### config.mk
export PLATFORM = sky130hd
export DESIGN_NAME = mult_div_unit
export DESIGN_NICKNAME = d
export VERILOG_FILES = /design/src/rtl/mult_div_unit_pkg.sv /design/src/rtl/mult_div_unit_md_step.sv /design/src/rtl/mult_div_unit.sv
export SDC_FILE = /design/constraint.sdc
export NUM_CORES = 1
export LEC_CHECK = 0
export ABC_AREA = 1
export CAP_MARGIN = 20
export CORE_ASPECT_RATIO = 1.1
export CORE_UTILIZATION = 49
export CTS_CLUSTER_SIZE = 14
export DETAILED_ROUTE_END_ITERATION = 7
export PLACE_DENSITY_LB_ADDON = 0.08
export SYNTH_ARGS = -nofsm -noshare
export SYNTH_HDL_FRONTEND = slang
export SYNTH_HIERARCHICAL = 1
export SYNTH_SLANG_ARGS = --single-unit
export TNS_END_PERCENT = 5
### constraint.sdc
create_clock -name clk -period 7.22 [get_ports clk]
set_input_delay 1.444 -clock clk [delete_from_list [all_inputs] [get_ports clk]]
set_output_delay 1.444 -clock clk [all_outputs]
set_load 0.02 [all_outputs]
### src/rtl/mult_div_unit_pkg.sv
// Shared CPU constants for the multiply/divide unit: op encoding, FSM states
// and the MFHI/MFLO funct codes used by the control unit's MemToReg select.
package mult_div_unit_pkg;

  localparam int unsigned MD_DATA_W_DEF = 32;

  localparam logic MD_MULT = 1'b0;
  localparam logic MD_DIV  = 1'b1;

  typedef enum logic [1:0] {
    MD_IDLE = 2'd0,
    MD_RUN  = 2'd1,
    MD_DONE = 2'd2
  } md_state_e;

  localparam logic [5:0] FUNCT_MFHI = 6'h10;
  localparam logic [5:0] FUNCT_MFLO = 6'h12;

endpackage

### src/rtl/mult_div_unit_md_step.sv
// One iteration of the shared 2W+1-bit accumulator: Booth radix-2 add/sub plus
// arithmetic shift for MULT, or restoring shift/compare/subtract for DIV.
module mult_div_unit_md_step
  import mult_div_unit_pkg::*;
#(
  parameter int unsigned DATA_W = MD_DATA_W_DEF
) (
  input  logic                op,
  input  logic [2*DATA_W:0]   acc_i,
  input  logic [DATA_W-1:0]   m_i,
  output logic [2*DATA_W:0]   acc_o
);

  logic [DATA_W-1:0] acc_hi;
  logic [DATA_W:0]   booth_sum;
  logic [DATA_W:0]   div_shift;
  logic [DATA_W:0]   div_rem;
  logic              div_ge;

  // Booth: upper half is summed at W+1 bits so the true sign survives the shift
  always_comb begin
    acc_hi = acc_i[2*DATA_W:DATA_W+1];
    case (acc_i[1:0])
      2'b01:   booth_sum = {acc_hi[DATA_W-1], acc_hi} + {m_i[DATA_W-1], m_i};
      2'b10:   booth_sum = {acc_hi[DATA_W-1], acc_hi} - {m_i[DATA_W-1], m_i};
      default: booth_sum = {acc_hi[DATA_W-1], acc_hi};
    endcase
  end

  // Restoring: remainder in acc[2W:W], quotient bits shift in at acc[0]
  always_comb begin
    div_shift = {acc_i[2*DATA_W-1:DATA_W], acc_i[DATA_W-1]};
    div_ge    = (div_shift >= {1'b0, m_i});
    div_rem   = div_ge ? (div_shift - {1'b0, m_i}) : div_shift;
  end

  always_comb begin
    if (op == MD_MULT) acc_o = {booth_sum, acc_i[DATA_W:1]};
    else               acc_o = {div_rem, acc_i[DATA_W-2:0], div_ge};
  end

endmodule

### src/rtl/mult_div_unit.sv
// Multi-cycle signed MULT/DIV unit with HI/LO result registers; one
// accumulator iteration per clock over DATA_W cycles.
module mult_div_unit
  import mult_div_unit_pkg::*;
#(
  parameter int unsigned DATA_W = MD_DATA_W_DEF
) (
  input  logic              clk,
  input  logic              reset,
  input  logic              start,
  input  logic              op,
  input  logic [DATA_W-1:0] a,
  input  logic [DATA_W-1:0] b,
  output logic              busy,
  output logic              done,
  output logic              div_zero,
  output logic [DATA_W-1:0] hi,
  output logic [DATA_W-1:0] lo
);

  localparam int unsigned CNT_W = $clog2(DATA_W);
  localparam int unsigned ACC_W = 2 * DATA_W + 1;

  md_state_e         state_q, state_d;
  logic [CNT_W-1:0]  cnt_q, cnt_d;
  logic [ACC_W-1:0]  acc_q, acc_d;
  logic [DATA_W-1:0] m_q, m_d;
  logic              op_q, op_d;
  logic              q_neg_q, q_neg_d;
  logic              r_neg_q, r_neg_d;
  logic [DATA_W-1:0] hi_q, hi_d;
  logic [DATA_W-1:0] lo_q, lo_d;
  logic              busy_q, busy_d;
  logic              done_q, done_d;
  logic              div_zero_q, div_zero_d;

  logic [ACC_W-1:0]  acc_step;
  logic [DATA_W-1:0] a_mag, b_mag;
  logic [DATA_W-1:0] quo, rem;
  logic [DATA_W-1:0] res_hi, res_lo;

  mult_div_unit_md_step #(.DATA_W(DATA_W)) u_step (
    .op    (op_q),
    .acc_i (acc_q),
    .m_i   (m_q),
    .acc_o (acc_step)
  );

  always_comb begin
    a_mag = a[DATA_W-1] ? (~a + DATA_W'(1)) : a;
    b_mag = b[DATA_W-1] ? (~b + DATA_W'(1)) : b;
  end

  // Final-iteration result with sign fix-up for DIV
  always_comb begin
    quo = acc_step[DATA_W-1:0];
    rem = acc_step[2*DATA_W-1:DATA_W];
    if (op_q == MD_MULT) begin
      res_hi = acc_step[2*DATA_W:DATA_W+1];
      res_lo = acc_step[DATA_W:1];
    end else begin
      res_hi = r_neg_q ? (~rem + DATA_W'(1)) : rem;
      res_lo = q_neg_q ? (~quo + DATA_W'(1)) : quo;
    end
  end

  always_comb begin
    state_d    = state_q;
    cnt_d      = cnt_q;
    acc_d      = acc_q;
    m_d        = m_q;
    op_d       = op_q;
    q_neg_d    = q_neg_q;
    r_neg_d    = r_neg_q;
    hi_d       = hi_q;
    lo_d       = lo_q;
    busy_d     = 1'b0;
    done_d     = 1'b0;
    div_zero_d = 1'b0;
    case (state_q)
      MD_RUN: begin
        acc_d = acc_step;
        if (cnt_q == '0) begin
          state_d = MD_DONE;
          done_d  = 1'b1;
          hi_d    = res_hi;
          lo_d    = res_lo;
        end else begin
          cnt_d  = cnt_q - CNT_W'(1);
          busy_d = 1'b1;
        end
      end
      default: begin
        state_d = MD_IDLE;
        if (start) begin
          if (op == MD_DIV && b == '0) begin
            // Divide by zero: flag it, skip RUN, keep HI/LO
            state_d    = MD_DONE;
            done_d     = 1'b1;
            div_zero_d = 1'b1;
          end else begin
            state_d = MD_RUN;
            busy_d  = 1'b1;
            cnt_d   = CNT_W'(DATA_W - 1);
            op_d    = op;
            q_neg_d = a[DATA_W-1] ^ b[DATA_W-1];
            r_neg_d = a[DATA_W-1];
            if (op == MD_MULT) begin
              acc_d = {DATA_W'(0), b, 1'b0};
              m_d   = a;
            end else begin
              acc_d = {(DATA_W + 1)'(0), a_mag};
              m_d   = b_mag;
            end
          end
        end
      end
    endcase
  end

  always_ff @(posedge clk) begin
    if (reset) begin
      state_q    <= MD_IDLE;
      cnt_q      <= '0;
      acc_q      <= '0;
      m_q        <= '0;
      op_q       <= MD_MULT;
      q_neg_q    <= 1'b0;
      r_neg_q    <= 1'b0;
      hi_q       <= '0;
      lo_q       <= '0;
      busy_q     <= 1'b0;
      done_q     <= 1'b0;
      div_zero_q <= 1'b0;
    end else begin
      state_q    <= state_d;
      cnt_q      <= cnt_d;
      acc_q      <= acc_d;
      m_q        <= m_d;
      op_q       <= op_d;
      q_neg_q    <= q_neg_d;
      r_neg_q    <= r_neg_d;
      hi_q       <= hi_d;
      lo_q       <= lo_d;
      busy_q     <= busy_d;
      done_q     <= done_d;
      div_zero_q <= div_zero_d;
    end
  end

  assign busy     = busy_q;
  assign done     = done_q;
  assign div_zero = div_zero_q;
  assign hi       = hi_q;
  assign lo       = lo_q;

endmodule
After elaboration in Yosys (flattened, before gate mapping)
Index checks and enable logic that the tools add are counted.
{"block": "word_totals", "ff_bits": 174, "input_bits": 68, "output_inout_bits": 67, "word_cells": 73}
{"block": "classes", "n_addsub": 8, "magnitude_cmp": 1, "n_eq_ne": 6, "muxes": 30, "bitwise": 7, "reduce_logical": 9}
{"cell": "2-to-1 mux 65 bit", "n": 4}
{"cell": "2-to-1 mux 32 bit", "n": 7}
{"cell": "adder 32 x 1 -> 32 bit, second input constant", "n": 4}
{"cell": "inverter 32 bit", "n": 4}
{"cell": "2-to-1 mux 33 bit", "n": 2}
{"cell": "one-hot mux 33 bit (2 select lines)", "n": 1}
{"cell": "adder 32 x 32 -> 33 bit", "n": 1}
{"cell": "greater-or-equal comparator 33 x 32 -> 1 bit", "n": 1}
{"cell": "subtractor 32 x 32 -> 33 bit", "n": 1}
{"cell": "subtractor 33 x 32 -> 33 bit", "n": 1}
{"cell": "logical NOT 32 bit", "n": 1}
{"cell": "2-to-1 mux 5 bit", "n": 4}
{"cell": "2-to-1 mux 1 bit", "n": 8}
{"cell": "2-to-1 mux 2 bit", "n": 4}
{"cell": "AND reduction 3 bit", "n": 2}
{"cell": "logical NOT 5 bit", "n": 1}
{"cell": "subtractor 5 x 1 -> 5 bit, second input constant", "n": 1}
{"cell": "equality test 2 x 1 -> 1 bit, second input constant", "n": 2}
{"cell": "!= test 2 bit, second input constant", "n": 2}
{"cell": "AND reduction 2 bit", "n": 2}
{"cell": "equality test 2 bit, second input constant", "n": 1}
{"cell": "!= test 2 x 1 -> 1 bit, second input constant", "n": 1}
{"cell": "inverter 1 bit", "n": 2}
{"cell": "nonzero test 2 bit", "n": 1}
{"cell": "3 further kinds", "n": 3}

Depth between registers and ports, before layout
Gate-level depths: netlist of the first run.
{"block": "logic_depth", "word_depth": 7, "depth_mapped": 34, "depth_no_buf": 34}

Cells and area by module
The synthesis of the first run kept the hierarchy.
{"mod": "mult_div_unit", "instances": 1, "cells_per_inst": 1960, "area_per_inst_um2": 11433.5, "seq_area_each_um2": 3483.3}
{"mod": "mult_div_unit_md_step", "instances": 1, "cells_per_inst": 1398, "area_per_inst_um2": 7130.6, "seq_area_each_um2": 0.0}

Worst setup path before layout of the first run
OpenSTA, ideal clock, no wires.
{"block": "synth_timing", "path_type": "flip-flop to flip-flop", "start": "register acc_q[0]", "end": "register hi_q[29], in the netlist hi[29]", "setup_ps": 132, "t_arrival_ps": 3692, "t_required_ps": 7088, "setup_slack_ps": 3396, "path_stages_with_launch": 29, "n_path_buf": 2, "synth_period_minus_slack_ps": 3824, "cell_sequence": "dfxtp_1 > inv_1 > ha_1 > clkbuf_1 > inv_1 > clkbuf_1 > nand2_1 > xor2_1 > inv_1 > ha_1 > or2_1 > nand3_1 > nand2_1 > a21oi_1 > o21ai_0 > nand2_1 > nand3_1 > nand2_1 > nand2_1 > nor2_1 > nand2_1 > nor2_1 > nand2_1 > o21ai_0 > nand2_1 > nand2_1 > nand3_1 > nand2_1 > a21oi_1"}
{"block": "synth_via", "elab_chain_len": 7, "elab_cells_between_ends": 8, "cone_classes": "1 x add/sub; 2 x eq/ne; 4 x mux; 1 x bitwise"}
{"item": "start, declared", "line": "mult_div_unit.sv:26", "text": "logic [ACC_W-1:0] acc_q, acc_d;"}
{"item": "start signal, assigned", "line": "mult_div_unit.sv:125", "text": "acc_q <= '0;"}
{"item": "start signal, assigned", "line": "mult_div_unit.sv:138", "text": "acc_q <= acc_d;"}
{"item": "equality test 2 bit / equality test 2 x 1 -> 1 bit (equally long branches)", "line": "mult_div_unit_md_step.sv:23", "text": "case (acc_i[1:0])"}
{"item": "one-hot mux 33 bit (2 select lines) (*)", "line": "mult_div_unit_md_step.sv:23"}
{"item": "2-to-1 mux 65 bit (*)", "line": "mult_div_unit_md_step.sv:38", "text": "if (op == MD_MULT) acc_o = {booth_sum, acc_i[DATA_W:1]};"}
{"item": "named net acc_step[52]", "line": "mult_div_unit.sv:37", "text": "logic [ACC_W-1:0] acc_step;"}
{"item": "inverter 32 bit (*)", "line": "mult_div_unit.sv:62", "text": "res_hi = r_neg_q ? (~rem + DATA_W'(1)) : rem;"}
{"item": "adder 32 x 1 -> 32 bit (*)", "line": "mult_div_unit.sv:62"}
{"item": "2-to-1 mux 32 bit (*)", "line": "mult_div_unit.sv:62"}
{"item": "2-to-1 mux 32 bit (*)", "line": "mult_div_unit.sv:58", "text": "if (op_q == MD_MULT) begin"}
{"item": "end signal, assigned", "line": "mult_div_unit.sv:143", "text": "hi_q <= hi_d;"}
{"item": "end, declared", "line": "mult_div_unit.sv:31", "text": "logic [DATA_W-1:0] hi_q, hi_d;"}
Mark *: on every way through the listed nets, which the timed path passes. The rest lies on a longest branch.
A chain may end at the register's enable or synchronous reset.

Worst setup path after layout of the first run
{"block": "layout_timing", "start": "register acc_q[1]", "end": "register hi_q[29], in the netlist hi[29]"}
The elaborated chain is that of the path after synthesis.

==> results of run 1 <==
-- cell families after synthesis --
group / after synthesis / share of synthesized area
and+or+nand+nor: 1849 / 0.420
DFF: 174 / 0.188
AOI/OAI and AO/OA: 664 / 0.192
xor gates and xnor gates: 78 / 0.0368
adders and majority gates: 73 / 0.0500
buffers and inverters: 520 / 0.114
-- flip-flops by register name, summed over array words and instances, names as in the netlist --
name      cells
acc_q        65
hi           32
lo           32
m_q          32
cnt_q         5
state_q       2
busy          1
div_zero      1
done          1
op_q          1
q_neg_q       1
r_neg_q       1
-- layer usage --
layer	vias up	global-route usage	wire, um
met5	-	0	0
met4	0	0.264	5390
met3	267	0.0462	5330
met2	1158	0.673	36000
met1	10385	0.448	29300
li1	10955	-	-
-- per-stage QoR --
step / util / setup slack, ps / instances / total power (uW) / area (um^2)
finish: 0.555 / 1630 / 3902 / 4620 / 20700
global route: 0.555 / 1210 / 3902 / 4900 / 20700
CTS: 0.554 / 1860 / 3901 / 4550 / 20600
detailed placement: 0.537 / 1890 / 3870 / 3520 / 20000
global placement: 0.537 / 1880 / 3870 / 3500 / 20000
floorplan: - / 3400 / 3358 / 2840 / 18600
-- power by group through the flow --
stage	registers [uW]	logic, uW	clock network (uW)
floorplan	1110	1730	0
global placement	1130	2370	0
detailed placement	1130	2390	0
CTS	1110	2400	1040
global route	1120	2710	1070
finish	1110	2480	1030
-- cells in the final DEF (no fill, tap or decap), drive strengths merged, types with 2 or more instances in the layout --
| master | n |
|---|---|
| nand2 | 1030 |
| nor2 | 438 |
| inv | 392 |
| a21oi | 368 |
| nand3 | 294 |
| o21ai | 222 |
| dfxtp | 174 |
| clkdlybuf4s50 | 132 |
| ha | 71 |
| xor2 | 60 |
| nand4 | 34 |
| nor3 | 31 |
| o211ai | 29 |
| buf | 21 |
| xnor2 | 18 |
| clkbuf | 18 |
| o21bai | 11 |
| nand3b | 9 |
| a31oi | 8 |
| nor4 | 7 |
| o22ai | 6 |
| o31ai | 4 |
| o21a | 4 |
| o221ai | 4 |
| or2 | 4 |
| a21boi | 4 |
| bufinv | 3 |
| a21o | 3 |
| clkinv | 3 |
| and2 | 2 |
| fa | 2 |
-- worst min-delay path, cell delays in order (launching register included) --
cell and delay, ps:
dfxtp_1 310, nand2_1 60, a21oi_1 50
-- final timing paths --
| check | startpoint | to | slack (ps) | cells after the start |
|---|---|---|---|---|
| hold / removal | lo[26]$_SDFFE_PP0P_ | lo[26]$_SDFFE_PP0P_ | 460 | 2 |
| hold reg to reg | lo[26]$_SDFFE_PP0P_ | lo[26]$_SDFFE_PP0P_ | 460 | 2 |
| setup reg to reg | acc_q[1]$_SDFFE_PP0P_ | hi[29]$_SDFFE_PP0P_ | 1630 | 27 |
| setup / recovery | acc_q[1]$_SDFFE_PP0P_ | hi[29]$_SDFFE_PP0P_ | 1630 | 27 |
-- layout make-up --
type / instances / area [um^2]
Clock buffer: 18 / 439
Clock inverter: 13 / 194
Fill cell: 4020 / 16600
Multi-Input combinational cell: 2664 / 13000
Timing Repair Buffer: 153 / 1500
Inverter: 386 / 1450
Tap cell: 494 / 618
Sequential cell: 174 / 3490
==> results by group, run 1 <==
Synthesis
  • Leading area contributor after synthesis: nand2_1
  • Commonest cells post-synth: nand2_1, nor2_1, inv_1
  • Top-count cell post-synth: nand2_1
  • Synthesized net count: 3499
  • Post-synthesis sequential area ratio: 0.188
  • Synth area leaders: nand2_1, dfxtp_1, a21oi_1, nor2_1, inv_1
  • Yosys top cell area share: 0.205
  • #FFs+latches synth: 174
  • Synthesized cell area: 18600 um^2
  • Yosys cell types: 50
  • Number of flops mapped to enable cells by yosys: 0
  • Commonest register cell after synthesis: dfxtp_1
  • Async SR Flop Fraction: 0
  • Post-Syn Instances: 3358
  • Avg Cell Area, Syn: 5.53 um^2
  • Syn. warnings: 6

Clocking
  • Number of gates resized after CTS: 0
  • H-tree levels: 4
  • CTS Hold Bufs: 0
  • Clock tree buffer depth: 2
  • CTS root buf: clkbuf_16
  • Post-CTS setup buffer count: 0
  • Reg clk slew, reported paths: 80 ps
  • Worst-skew pair later-pin latency: 470 ps
  • TritonCTS clock tree: yes
  • Clock sink count: 174
  • CTS Buf Count: 17

Detailed routing
  • Vias/cell: 5.83
  • DRT iter0 DRCs: 2338
  • DRT Pass-1 Iters: 6
  • DRT antenna net count: 0
  • DRC: 0
  • Vias: 22765
  • Routed len/inst: 19.5 um
  • Final wirelength: 76000 um

STA
  • WHS: 463 ps
  • Final period utilization: 0.775
  • Final slew viol count: 0
  • Rel. slew slack: 0.332
  • Final hold violations: 0
  • RSZ-0062 raised after global routing: false
  • Total Neg Setup Slack: 0 ps
  • Final setup fails: 0
  • Max Fclk: 0.179 GHz
  • Clock Skews: 14.7 ps
  • Worst slew pin tran: 1000 ps
  • Tmin final: 5590 ps

Global routing
  • Initial antenna violation count: 0
  • First-pass GRT wire length: 116000 um
  • Total gr overflow: 0
  • Largest net degree at the start of global routing: 95
  • Vias in the first global route: 20848
  • Total Routing Usage GR: 0.387

Worst setup path
  • Max incr delay on CP: 590 ps
  • CP dominant cell by count: nand2_1
  • Crit start category: flop
  • WP buf/inv: 3
  • Worst EP arrival: 5910 ps
  • Peak fanout along the critical path: 19
  • Top delay family on crit path: simple AND/OR/NAND/NOR gates
  • Slowest cell on crit path: ha_1
  • Crit. End Element: flop
  • Crit Path Category: reg -> reg
  • Worst EP required: 7530 ps

Pwr
  • Maximum VDD drop: 0.000203 V
  • Internal: 2330 uW
  • Switching Fraction: 0.495
  • P_leak: 0.00941 uW
  • Psw: 2290 uW
  • Clk pwr share: 0.223
  • Power per cell area: 224 nW/um^2
  • Flop pwr share: 0.240
  • Gate power share: 0.537

Floorplanning
  • Core Footprint: 37200 um^2
  • Die height: 206 um
  • Die width: 188 um
  • Initial core utilization: 0.499
  • IO Count: 135
  • # rows: 74
  • Die area: 38700 um^2

Place
  • Post-DP HPWL: 59200 um
  • GP Congestion: 1.12
  • Input/output buffers: 134

Layout
  • Share of layout cells above drive strength 1: 0.0428
  • ANT cells: 0
  • Synth-to-Final Area Change: 11.3%
  • Final-stage net count: 3537

Worst hold path
  • Hold WC Path Type: reg -> reg

Flow run
  • Maxcap violations: 0

Outcome
  • Outcome: finished, final reports clean
(Power assumes the default switching activity.)
==> run 2: changes to the inputs <==
==> constraint.sdc (replaced) <==
create_clock -name clk -period 5.4 [get_ports clk]
set_input_delay 1.08 -clock clk [delete_from_list [all_inputs] [get_ports clk]]
set_output_delay 1.08 -clock clk [all_outputs]
set_load 0.02 [all_outputs]
==> run 2 against run 1 <==
- the flow now finishes with violations (design-rule violations)
- flip-flop and latch count unchanged
- core utilization grew 0.37 points
- sequential power grew 33%
- final cell count up 0.59%
- fmax up 18%
- hold slack gained 2.2 ps
- critical path depth grew 3
- non-clock buffer count grew 22
- critical endpoint is now hi[30]$_SDFFE_PP0P_
- largest cell class unchanged
- highest routed layer unchanged
==> results by group, run 2 (synthesis gave the netlist of run 1 again) <==
Floorplanning
  • # rows: 74 (unchanged)
  • Core Footprint: 37200 um^2 (unchanged)
  • Die area: 38700 um^2 (unchanged)
  • Initial core utilization: 0.499 (unchanged)
  • IO Count: 135 (unchanged)
  • Die height: 206 um (unchanged)
  • Die width: 188 um (unchanged)

Clocking
  • Worst-skew pair later-pin latency: 470 ps (about the same)
  • CTS Buf Count: 17 (unchanged)
  • Post-CTS setup buffer count: 0 (unchanged)
  • CTS root buf: clkbuf_16 (unchanged)
  • Number of gates resized after CTS: 0 (unchanged)
  • Clock tree buffer depth: 2 (unchanged)
  • Clock sink count: 174 (unchanged)
  • TritonCTS clock tree: yes (unchanged)
  • H-tree levels: 4 (unchanged)
  • CTS Hold Bufs: 0 (unchanged)
  • Reg clk slew, reported paths: 80 ps (about the same)

STA
  • Rel. slew slack: 0.246 (was 0.332)
  • Final hold violations: 0 (unchanged)
  • Final setup fails: 0 (unchanged)
  • RSZ-0062 raised after global routing: false (unchanged)
  • Final slew viol count: 0 (unchanged)
  • Clock Skews: 15.2 ps (was 14.7 ps)
  • Worst slew pin tran: 1130 ps (was 1000 ps)
  • Tmin final: 4740 ps (was 5590 ps)
  • Total Neg Setup Slack: 0 ps (unchanged)
  • Max Fclk: 0.211 GHz (was 0.179 GHz)
  • Final period utilization: 0.877 (was 0.775)

Detailed routing
  • Routed len/inst: 19.2 um (was 19.5 um)
  • DRT antenna net count: 0 (unchanged)
  • Vias/cell: 5.79 (was 5.83)
  • DRT Pass-1 Iters: 8 (was 6)
  • Vias: 22717 (was 22765)
  • DRC: 1 (was 0)
  • DRT iter0 DRCs: 2060 (was 2338)
  • Final wirelength: 75500 um (was 76000 um)

Global routing
  • Largest net degree at the start of global routing: 105 (was 95)
  • Vias in the first global route: 21157 (was 20848)
  • Initial antenna violation count: 0 (unchanged)
  • Total gr overflow: 0 (unchanged)
  • Total Routing Usage GR: 0.387 (about the same)
  • First-pass GRT wire length: 116000 um (about the same)

Pwr
  • P_leak: 0.00949 uW (was 0.00941 uW)
  • Power per cell area: 292 nW/um^2 (was 224 nW/um^2)
  • Gate power share: 0.550 (was 0.537)
  • Maximum VDD drop: 0.000264 V (was 0.000203 V)
  • Flop pwr share: 0.243 (was 0.240)
  • Switching Fraction: 0.503 (was 0.495)
  • Psw: 3060 uW (was 2290 uW)
  • Internal: 3020 uW (was 2330 uW)
  • Clk pwr share: 0.207 (was 0.223)

Outcome
  • Failing checks: design-rule violations
  • Outcome: complete, but fails checks (was finished, final reports clean)

Layout
  • # fillers: 3962 (was 4020)
  • ANT cells: 0 (unchanged)
  • Reg with most FFs: acc_q (unchanged)
  • Largest register FFs: 65 (unchanged)
  • Share of layout cells above drive strength 1: 0.0493 (was 0.0428)
  • Most frequent cells in the layout: nand2_1, nor2_1, inv_1 (unchanged)
  • Commonest non-fill, non-tap cell in the layout: nand2_1 (unchanged)
  • Final-stage net count: 3559 (was 3537)
  • Final Util: 0.559 (was 0.555)
  • Synth-to-Final Area Change: 12.0% (was 11.3%)

Place
  • GP Congestion: 1.06 (was 1.12)
  • Post-DP HPWL: 58600 um (was 59200 um)
  • Input/output buffers: 134 (unchanged)

Worst setup path
  • Worst EP arrival: 5070 ps (was 5910 ps)
  • Slowest cell on crit path: ha_1 (unchanged)
  • CP dominant cell by count: nand2_1 (unchanged)
  • Crit start category: flop (unchanged)
  • Peak fanout along the critical path: 6 (was 19)
  • Crit. End Element: flop (unchanged)
  • Worst EP required: 5730 ps (was 7530 ps)
  • Max incr delay on CP: 390 ps (was 590 ps)
  • Crit Path Category: reg -> reg (unchanged)

Flow run
  • Maxcap violations: 0 (unchanged)

Worst hold path
  • Hold WC Path Type: reg -> reg (unchanged)
-- run 2: worst max-delay path: cells and delay by family (launching register included) --
kind	cells	cell delay, ps
simple gates	18	2350
compound gates	7	950
fa+ha+maj	2	580
flops	1	350
buf+inv	2	190
xor+xnor	1	190
-- run 2: final timing paths --
kind / start / to / slack (ps) / cells past startpoint
max: m_q[1]$_SDFFE_PP0P_ / hi[30]$_SDFFE_PP0P_ / 660 / 30
min reg2reg: hi[20]$_SDFFE_PP0P_ / hi[20]$_SDFFE_PP0P_ / 470 / 2
max reg2reg: m_q[1]$_SDFFE_PP0P_ / hi[30]$_SDFFE_PP0P_ / 660 / 30
min: hi[20]$_SDFFE_PP0P_ / hi[20]$_SDFFE_PP0P_ / 470 / 2
-- run 2: final cells by class --
class	instances	area, um^2	area share
repair buffers	175	1670	0.0805
well taps	494	618	0.0297
inverters	386	1450	0.0697
clock buffers	17	425	0.0205
clock inverters	15	168	0.00806
flip-flops and latches	174	3490	0.168
multi-input cells	2664	13000	0.624
-- run 2: layer usage --
metal / vias to the layer above / global-route usage / part of all wire
met5: - / 0 / 0
met4: 0 / 0.308 / 0.084
met3: 281 / 0.0448 / 0.062
met2: 1060 / 0.659 / 0.46
met1: 10377 / 0.443 / 0.39
li1: 10999 / - / -
-- run 2: power by group through the flow --
stage / clock network (uW) / logic [uW] / registers, uW
after floorplan: 0 / 2310 / 1490
after global placement: 0 / 3220 / 1500
after detailed placement: 0 / 3240 / 1500
after CTS: 1280 / 3260 / 1470
after global routing: 1330 / 3680 / 1480
final: 1260 / 3340 / 1480
-- run 2: metrics by stage --
step / power (uW) / worst slack, ps / hold slack, ps / cells / area, um^2
after global routing: 6490 / 186 / 483 / 3925 / 20800
after global placement: 4710 / 821 / 453 / 3892 / 20200
final: 6080 / 662 / 465 / 3925 / 20800
after CTS: 6010 / 760 / 468 / 3924 / 20800
after floorplan: 3800 / 1580 / 444 / 3358 / 18600
after detailed placement: 4740 / 809 / 457 / 3892 / 20200
